File: src/rtl/fractional_baud_generator_if.sv
// ----------------------------------------------------------------------------
// fractional_baud_generator_if
// Control and status bundle for the fractional baud generator.
//   enable            generator runs when high; all counters hold when low
//   load_strobe       1-cycle pulse capturing divisor_integer/divisor_fraction
//   divisor_integer   requested integer divisor (valid only when >= 2)
//   divisor_fraction  requested fractional divisor, in 1/2^FRACTION_WIDTH steps
//   resync            1-cycle pulse realigning the bit phase to mid-bit
//   sampling_tick     1-cycle pulse at the oversampling rate
//   tick              1-cycle pulse at the bit rate (coincides with a sampling_tick)
//   config_pending    a captured divisor is waiting for the next bit boundary
//   config_error      sticky; the last load carried divisor_integer < 2
// master: the controlling side (UART core / bench); slave: the generator.
// ----------------------------------------------------------------------------
interface fractional_baud_generator_if #(
    parameter int DIVISOR_WIDTH  = 16,
    parameter int FRACTION_WIDTH = 4
);
    logic                      enable;
    logic                      load_strobe;
    logic [DIVISOR_WIDTH-1:0]  divisor_integer;
    logic [FRACTION_WIDTH-1:0] divisor_fraction;
    logic                      resync;
    logic                      sampling_tick;
    logic                      tick;
    logic                      config_pending;
    logic                      config_error;

    modport master (
        output enable, load_strobe, divisor_integer, divisor_fraction, resync,
        input  sampling_tick, tick, config_pending, config_error
    );

    modport slave (
        input  enable, load_strobe, divisor_integer, divisor_fraction, resync,
        output sampling_tick, tick, config_pending, config_error
    );
endinterface

File: src/rtl/fractional_baud_generator.sv
// ----------------------------------------------------------------------------
// fractional_baud_generator
// Runtime-programmable UART baud generator. The sampling period is
// divisor_integer + divisor_fraction/2^FRACTION_WIDTH clock cycles, realised
// by a prescaler that occasionally stretches a period by one cycle when a
// fractional accumulator carries. Every OVERSAMPLE sampling ticks a bit-rate
// tick is issued. New divisors are staged and only take effect on a bit
// boundary so a bit never changes rate half-way through.
// Ports:
//   clk   system clock, rising edge
//   rst   asynchronous, active-high reset
//   bus   fractional_baud_generator_if.slave (controls in, ticks/status out)
// ----------------------------------------------------------------------------
module fractional_baud_generator #(
    parameter int DIVISOR_WIDTH    = 16,
    parameter int FRACTION_WIDTH   = 4,
    parameter int OVERSAMPLE       = 16,
    parameter int DEFAULT_INTEGER  = 27,
    parameter int DEFAULT_FRACTION = 0
) (
    input  logic                          clk,
    input  logic                          rst,
    fractional_baud_generator_if.slave    bus
);
    localparam int OS_WIDTH = (OVERSAMPLE > 2) ? $clog2(OVERSAMPLE) : 1;

    typedef logic [DIVISOR_WIDTH-1:0]  int_t;
    typedef logic [FRACTION_WIDTH-1:0] frac_t;
    typedef logic [OS_WIDTH-1:0]       os_t;

    localparam int_t  MIN_INTEGER = int_t'(2);
    localparam os_t   OS_LAST     = os_t'(OVERSAMPLE - 1);
    localparam os_t   OS_MID      = os_t'(OVERSAMPLE / 2);

    int_t  prescale_q,       prescale_d;
    frac_t frac_acc_q,       frac_acc_d;
    logic  extra_q,          extra_d;
    os_t   os_count_q,       os_count_d;
    int_t  active_int_q,     active_int_d;
    frac_t active_frac_q,    active_frac_d;
    int_t  pend_int_q,       pend_int_d;
    frac_t pend_frac_q,      pend_frac_d;
    logic  config_pending_q, config_pending_d;
    logic  config_error_q,   config_error_d;
    logic  sampling_tick_q,  sampling_tick_d;
    logic  tick_q,           tick_d;

    // Terminal count is evaluated one bit wider so ActiveInt-1+ExtraCycle
    // can never wrap for the largest divisor.
    logic [DIVISOR_WIDTH:0]  term_count;
    logic                    terminal;
    logic [FRACTION_WIDTH:0] frac_sum;

    always_comb begin
        term_count = {1'b0, active_int_q} - (DIVISOR_WIDTH+1)'(1)
                   + {{DIVISOR_WIDTH{1'b0}}, extra_q};
        // >= rather than == so a divisor swapped in while disabled can never
        // leave the count stranded above the new terminal value.
        terminal   = ({1'b0, prescale_q} >= term_count);
        frac_sum   = {1'b0, frac_acc_q} + {1'b0, active_frac_q};
    end

    always_comb begin
        // NOTE: every next-state signal takes its hold value first, so no path
        // through this block leaves one unassigned and no latch is inferred.
        prescale_d       = prescale_q;
        frac_acc_d       = frac_acc_q;
        extra_d          = extra_q;
        os_count_d       = os_count_q;
        active_int_d     = active_int_q;
        active_frac_d    = active_frac_q;
        pend_int_d       = pend_int_q;
        pend_frac_d      = pend_frac_q;
        config_pending_d = config_pending_q;
        config_error_d   = config_error_q;
        sampling_tick_d  = 1'b0;
        tick_d           = 1'b0;

        if (bus.enable) begin
            if (bus.resync) begin
                // Restart the bit half-way through; this wins over a coincident
                // terminal count, so no tick is issued this cycle.
                prescale_d = '0;
                frac_acc_d = '0;
                extra_d    = 1'b0;
                os_count_d = OS_MID;
            end else if (terminal) begin
                prescale_d      = '0;
                frac_acc_d      = frac_sum[FRACTION_WIDTH-1:0];
                extra_d         = frac_sum[FRACTION_WIDTH];
                os_count_d      = os_count_q + os_t'(1);
                sampling_tick_d = 1'b1;
                if (os_count_q == OS_LAST) begin
                    tick_d = 1'b1;
                    // Bit boundary: the only point a staged divisor may take
                    // effect while running. The fractional phase restarts too.
                    if (config_pending_q) begin
                        active_int_d     = pend_int_q;
                        active_frac_d    = pend_frac_q;
                        config_pending_d = 1'b0;
                        frac_acc_d       = '0;
                        extra_d          = 1'b0;
                    end
                end
            end else begin
                prescale_d = prescale_q + int_t'(1);
            end
        end else if (config_pending_q) begin
            // Nothing is being timed, so the staged divisor can go live at once.
            active_int_d     = pend_int_q;
            active_frac_d    = pend_frac_q;
            config_pending_d = 1'b0;
        end

        // Loads are evaluated after the apply so that a load landing on a
        // boundary edge is staged for the following boundary (last load wins).
        if (bus.load_strobe) begin
            if (bus.divisor_integer < MIN_INTEGER) begin
                config_error_d = 1'b1;
            end else begin
                pend_int_d       = bus.divisor_integer;
                pend_frac_d      = bus.divisor_fraction;
                config_pending_d = 1'b1;
                config_error_d   = 1'b0;
            end
        end
    end

    // NOTE: state registers use non-blocking assignments only, so every flop
    // samples the pre-edge values computed above regardless of block order.
    always_ff @(posedge clk or posedge rst) begin
        if (rst) begin
            prescale_q       <= '0;
            frac_acc_q       <= '0;
            extra_q          <= 1'b0;
            os_count_q       <= '0;
            active_int_q     <= int_t'(DEFAULT_INTEGER);
            active_frac_q    <= frac_t'(DEFAULT_FRACTION);
            pend_int_q       <= '0;
            pend_frac_q      <= '0;
            config_pending_q <= 1'b0;
            config_error_q   <= 1'b0;
            sampling_tick_q  <= 1'b0;
            tick_q           <= 1'b0;
        end else begin
            prescale_q       <= prescale_d;
            frac_acc_q       <= frac_acc_d;
            extra_q          <= extra_d;
            os_count_q       <= os_count_d;
            active_int_q     <= active_int_d;
            active_frac_q    <= active_frac_d;
            pend_int_q       <= pend_int_d;
            pend_frac_q      <= pend_frac_d;
            config_pending_q <= config_pending_d;
            config_error_q   <= config_error_d;
            sampling_tick_q  <= sampling_tick_d;
            tick_q           <= tick_d;
        end
    end

    assign bus.sampling_tick  = sampling_tick_q;
    assign bus.tick           = tick_q;
    assign bus.config_pending = config_pending_q;
    assign bus.config_error   = config_error_q;
endmodule

File: src/flat_wrapper.sv
// flat-port wrapper written by rule: the top's interface ports become plain ports
module fractional_baud_generator_flat 
#(
    parameter int DIVISOR_WIDTH    = 16,
    parameter int FRACTION_WIDTH   = 4,
    parameter int OVERSAMPLE       = 16,
    parameter int DEFAULT_INTEGER  = 27,
    parameter int DEFAULT_FRACTION = 0
)
  (clk, rst, bus_enable, bus_load_strobe, bus_divisor_integer, bus_divisor_fraction, bus_resync, bus_sampling_tick, bus_tick, bus_config_pending, bus_config_error);
  fractional_baud_generator_if #(.DIVISOR_WIDTH(DIVISOR_WIDTH), .FRACTION_WIDTH(FRACTION_WIDTH)) bus_i ();
  input  logic clk;
  input  logic rst;
  input wire logic [$bits(bus_i.enable)-1:0] bus_enable;
  input wire logic [$bits(bus_i.load_strobe)-1:0] bus_load_strobe;
  input wire logic [$bits(bus_i.divisor_integer)-1:0] bus_divisor_integer;
  input wire logic [$bits(bus_i.divisor_fraction)-1:0] bus_divisor_fraction;
  input wire logic [$bits(bus_i.resync)-1:0] bus_resync;
  output wire logic [$bits(bus_i.sampling_tick)-1:0] bus_sampling_tick;
  output wire logic [$bits(bus_i.tick)-1:0] bus_tick;
  output wire logic [$bits(bus_i.config_pending)-1:0] bus_config_pending;
  output wire logic [$bits(bus_i.config_error)-1:0] bus_config_error;
  assign bus_i.enable = bus_enable;
  assign bus_i.load_strobe = bus_load_strobe;
  assign bus_i.divisor_integer = bus_divisor_integer;
  assign bus_i.divisor_fraction = bus_divisor_fraction;
  assign bus_i.resync = bus_resync;
  assign bus_sampling_tick = bus_i.sampling_tick;
  assign bus_tick = bus_i.tick;
  assign bus_config_pending = bus_i.config_pending;
  assign bus_config_error = bus_i.config_error;
  fractional_baud_generator #(.DIVISOR_WIDTH(DIVISOR_WIDTH), .FRACTION_WIDTH(FRACTION_WIDTH), .OVERSAMPLE(OVERSAMPLE), .DEFAULT_INTEGER(DEFAULT_INTEGER), .DEFAULT_FRACTION(DEFAULT_FRACTION)) u_core (.clk(clk), .rst(rst), .bus(bus_i));
endmodule
File: config.mk
export PLATFORM = sky130hd
export DESIGN_NAME = fractional_baud_generator_flat
export DESIGN_NICKNAME = d
export VERILOG_FILES = /design/src/rtl/fractional_baud_generator_if.sv /design/src/rtl/fractional_baud_generator.sv /design/src/flat_wrapper.sv
export SDC_FILE = /design/constraint.sdc
export NUM_CORES = 1
export LEC_CHECK = 0
export ABC_AREA = 1
export BUFFER_PORTS_ARGS = -buffer_cell sky130_fd_sc_hd__buf_2
export CORE_MARGIN = 10
export CORE_UTILIZATION = 30
export CTS_CLUSTER_DIAMETER = 50
export DETAILED_ROUTE_END_ITERATION = 7
export GPL_TIMING_DRIVEN = 1
export SYNTH_ARGS = -nofsm -noshare
export SYNTH_HDL_FRONTEND = slang
export SYNTH_SLANG_ARGS = --single-unit
File: constraint.sdc
create_clock -name clk -period 2.57 [get_ports clk]
set_clock_uncertainty 0.15 [all_clocks]
set_input_delay 0.257 -clock clk [delete_from_list [all_inputs] [get_ports clk]]
set_output_delay 0.257 -clock clk [all_outputs]
set_load 0.05 [all_outputs]
==> impl_metrics.csv <==
group,metric,value,unit
min_path,min_from,"bus_load_strobe",
synthesis,ys_ff_latch,69,
floorplan,die_x,135.6,microns
min_path,holdCritPathClass,"input port to flop",
worst_setup_path,worstPathArrival,2.93,ns
worst_setup_path,crit_start,"u_core.active_int_q[0]$_DFFE_PP1P_",
worst_setup_path,crit_path_start_kind,"flop",
timing,setup_viol,48,
global_routing,grt_max_degree,43,
detailed_routing,wire_per_inst,11.85,microns
final_layout,nets,630,
synthesis,ys_types,37,
final_layout,area_delta_synth_final,33.06,%
pwr,ir_drop,0.4215,mV
final_layout,design_area,5333,sq um
worst_setup_path,cp_slowest_cell,"dfstp_2",
timing,drv_slew,0,
timing,rsz0062_at_grt,"true",
clocking,clk_pin_slew,0.06,ns
final_layout,final_cell_mix,"nand2_1 (159), dfrtp_1 (65), inv_1 (38), buf_4 (31), nor2_1 (29)",
global_routing,grt_pass1_wl,16.05,mm
worst_setup_path,crit_buf_inv,3,
timing,period_share,1.112,
synthesis,synth_nets,549,
worst_setup_path,cp.required,2.64,ns
clocking,cts_tree,"done",
detailed_routing,antenna_left,0,
pwr,p_leak,2.684,nW
timing,setup_slack,-0.2882,ns
global_routing,grt_pass1_vias,3467,
detailed_routing,avgViaCountPerCell,4.486,
clocking,cts_root_buf,"clkbuf_16",
place,postPlaceCellArea,4589,sq um
synthesis,syn_inst,499,
detailed_routing,first_pass_iters,4,
synthesis,ys.warnings.count,0,
timing,fin_crit,2.858,ns
clocking,worstSkewPairLatency,0.34,ns
worst_setup_path,path_max_fanout,8,
place,dp_hpwl,6.621,mm
detailed_routing,drt_iter0_drc,124,
synthesis,synthesis.area,4008,sq um
floorplan,start_util,0.3038,
worst_setup_path,reg2reg_from,"u_core.active_int_q[0]$_DFFE_PP1P_",
timing,max_freq,349.9,MHz
final_layout,final_common_cell,"nand2_1",
clocking,cts_buffer_depth,2,
clocking,cts_buffers,9,
detailed_routing,drc,0,
detailed_routing,vias,3414,
floorplan,rows,42,
final_layout,drive_above_1_share,0.2632,
flow_run,cap_viol_max_count,0,
timing,hold_viol_final,0,
global_routing,gr-usage-all-layers,0.1059,
final_layout,antenna_cells,0,
synthesis,synth-seq-area-share,0.4321,
detailed_routing,routed_wl,9.021,mm
place,io_buffers,28,
worst_setup_path,worstSetupPathType,"flop to flop",
place,gp_congestion,0.8048,
worst_setup_path,worst_path_most_repeated_cell,"nand2_2",
global_routing,gr-total-overflow,0,
floorplan,core,13190,sq um
timing,max-slew-margin-rel,0.4152,
clocking,htreeDepth,3,
synthesis,syn_avg_cell_area,8.031,sq um
worst_setup_path,critical_path.top_delay_family,"simple AND/OR/NAND/NOR gates",
floorplan,die_h,135.6,microns
final_layout,nFillCells,1270,
clocking,cts_sinks,69,
worst_setup_path,max_stage_delay,0.54,ns
pwr,fin_total_pwr,0.003877,W
worst_setup_path,endpoint_kind,"flop",
outcome,status,"finished with violations",
timing,tightest_slew,0.8760,ns
floorplan,dieArea,18380,sq um
outcome,violations,"negative setup slack",
floorplan,io-pin-count,29,
worst_setup_path,crit_chain,"inv_2 > ha_4 > ha_4 > nand2_4 > nor3_4 > buf_4 > xnor2_2 > ha_1 > nand2_1 > nor2_2 > nand3b_1 > nand3_2 > nand2_2 > nand3_4 > nand3_4 > buf_6 > nand2_2 > nand2_2",
pwr,power_density,727.0,nW/um^2
global_routing,antenna_found_initial,0,
## cells in the mapped netlist (all sizes together)
| cell | instances | area (sq um) |
|---|---|---|
| a21o | 2 | 15.01 |
| o21bai | 1 | 7.510 |
| nand3 | 22 | 137.6 |
| dfrtp | 65 | 1627 |
| fa | 1 | 20.02 |
| xor2 | 14 | 122.6 |
| buf | 12 | 82.58 |
| dfstp | 4 | 105.1 |
| nand2 | 185 | 709.4 |
| o21ai | 11 | 55.05 |
| nand4 | 27 | 168.9 |
| nor4 | 6 | 52.55 |
| a22o | 1 | 8.760 |
| nand3b | 2 | 15.01 |
| ha | 24 | 300.3 |
| clkbuf | 4 | 15.01 |
| a21boi | 1 | 7.510 |
| inv | 43 | 161.4 |
| a21oi | 7 | 38.79 |
| nor3 | 5 | 25.02 |
| or2 | 2 | 12.51 |
| and3 | 1 | 6.260 |
| xnor2 | 9 | 78.83 |
| a31oi | 1 | 6.260 |
| nor2 | 49 | 229.0 |
## sequential cells by signal (all words and copies together) (netlist names)
| name | cells |
|---|---|
| u_core.pend_int_q | 16 |
| u_core.os_count_q | 4 |
| u_core.bus.config_pending | 1 |
| u_core.extra_q | 1 |
| u_core.active_frac_q | 4 |
| u_core.pend_frac_q | 4 |
| u_core.bus.tick | 1 |
| u_core.frac_acc_q | 4 |
| u_core.prescale_q | 16 |
| u_core.bus.config_error | 1 |
| u_core.bus.sampling_tick | 1 |
| u_core.active_int_q | 16 |
## where the power goes
part           switching [W]  internal, W
Sequential          0.000102      0.00122
Clock               0.000459     0.000953
Combinational       0.000620     0.000528
Total                0.00118      0.00270
## final cells by class
| type | count | area, sq um | share of cell area |
|---|---|---|---|
| multi-input cells | 371 | 2212 | 0.4148 |
| flip-flops and latches | 69 | 1732 | 0.3247 |
| repair buffers | 86 | 659.4 | 0.1237 |
| clock buffers | 11 | 232.7 | 0.04364 |
| well taps | 176 | 220.2 | 0.04130 |
| inverters | 43 | 168.9 | 0.03168 |
| clock inverters | 5 | 107.6 | 0.02018 |
## logic make-up (layout without fill, tap and decap cells)
family,Yosys count,count (layout),synth area share
buffers and inverters,59,145,0.06462
adders and majority gates,25,25,0.07993
xor gates and xnor gates,23,23,0.05027
and+or+nand+nor,299,299,0.3384
DFF,69,69,0.4321
AOI/OAI and AO/OA,24,24,0.03466
## path summary, 6_finish.rpt
kind | to | slack [ns] | cells past startpoint
worst max-delay path | u_core.active_int_q[2]$_DFFE_PP0P_ | -0.29 | 18
worst min register to register | u_core.pend_int_q[15]$_DFFE_PP0P_ | 0.33 | 2
worst min-delay path | u_core.bus.config_error$_DFFE_PP0P_ | 0.02 | 3
max in group asynchronous | u_core.prescale_q[10]$_DFFE_PP0P_ | 1.12 | 4
worst max register to register | u_core.active_int_q[2]$_DFFE_PP0P_ | -0.29 | 18
min in group asynchronous | u_core.pend_frac_q[3]$_DFFE_PP0P_ | 0.50 | 3
## worst reg2reg max path, stage by stage, from the launching register on
cell and delay [ns]:
dfstp_2 0.54, inv_2 0.05, ha_4 0.17, ha_4 0.16, nand2_4 0.08, nor3_4 0.04
buf_4 0.13, xnor2_2 0.13, ha_1 0.29, nand2_1 0.08, nor2_2 0.13, nand3b_1 0.10
nand3_2 0.08, nand2_2 0.10, nand3_4 0.14, nand3_4 0.10, buf_6 0.17, nand2_2 0.06
nand2_2 0.05
## metal layers
| layer | vias up | global-route usage | wire length [microns] |
|---|---|---|---|
| met4 | 0 | 0.03409 | 133 |
| met2 | 59 | 0.1666 | 4241 |
| li1 | 1763 | - | - |
| met1 | 1580 | 0.1322 | 4236 |
| met3 | 12 | 0.03746 | 410 |
| met5 | - | 0 | 0 |
## metrics by stage
step	hold slack [ns]	worst slack [ns]	util	std cells	setup TNS [ns]
6_report	0.01521	-0.2882	0.4043	761	-10.12
3_5_place_dp	0.3056	-0.3521	0.3479	721	-14.40
5_1_grt	0.02005	-0.4484	0.4043	761	-19.09
2_1_floorplan	0.2166	-0.09165	-	499	-3.084
4_1_cts	0.005841	-0.2813	0.3979	761	-11.35
3_3_place_gp	0.3056	-0.3118	0.3479	721	-12.02
## repair_timing
item | 4_1_cts | 5_1_grt
hold buffers | 21 | 0
cloned | 1 | 0
buffers inserted | 2 | 0
pin swaps | 12 | 5
endpoints found under the hold margin | 57 | 0
endpoints found under the setup margin | 48 | 48
gates resized for setup | 28 | 27
(Power assumes the default switching activity.)
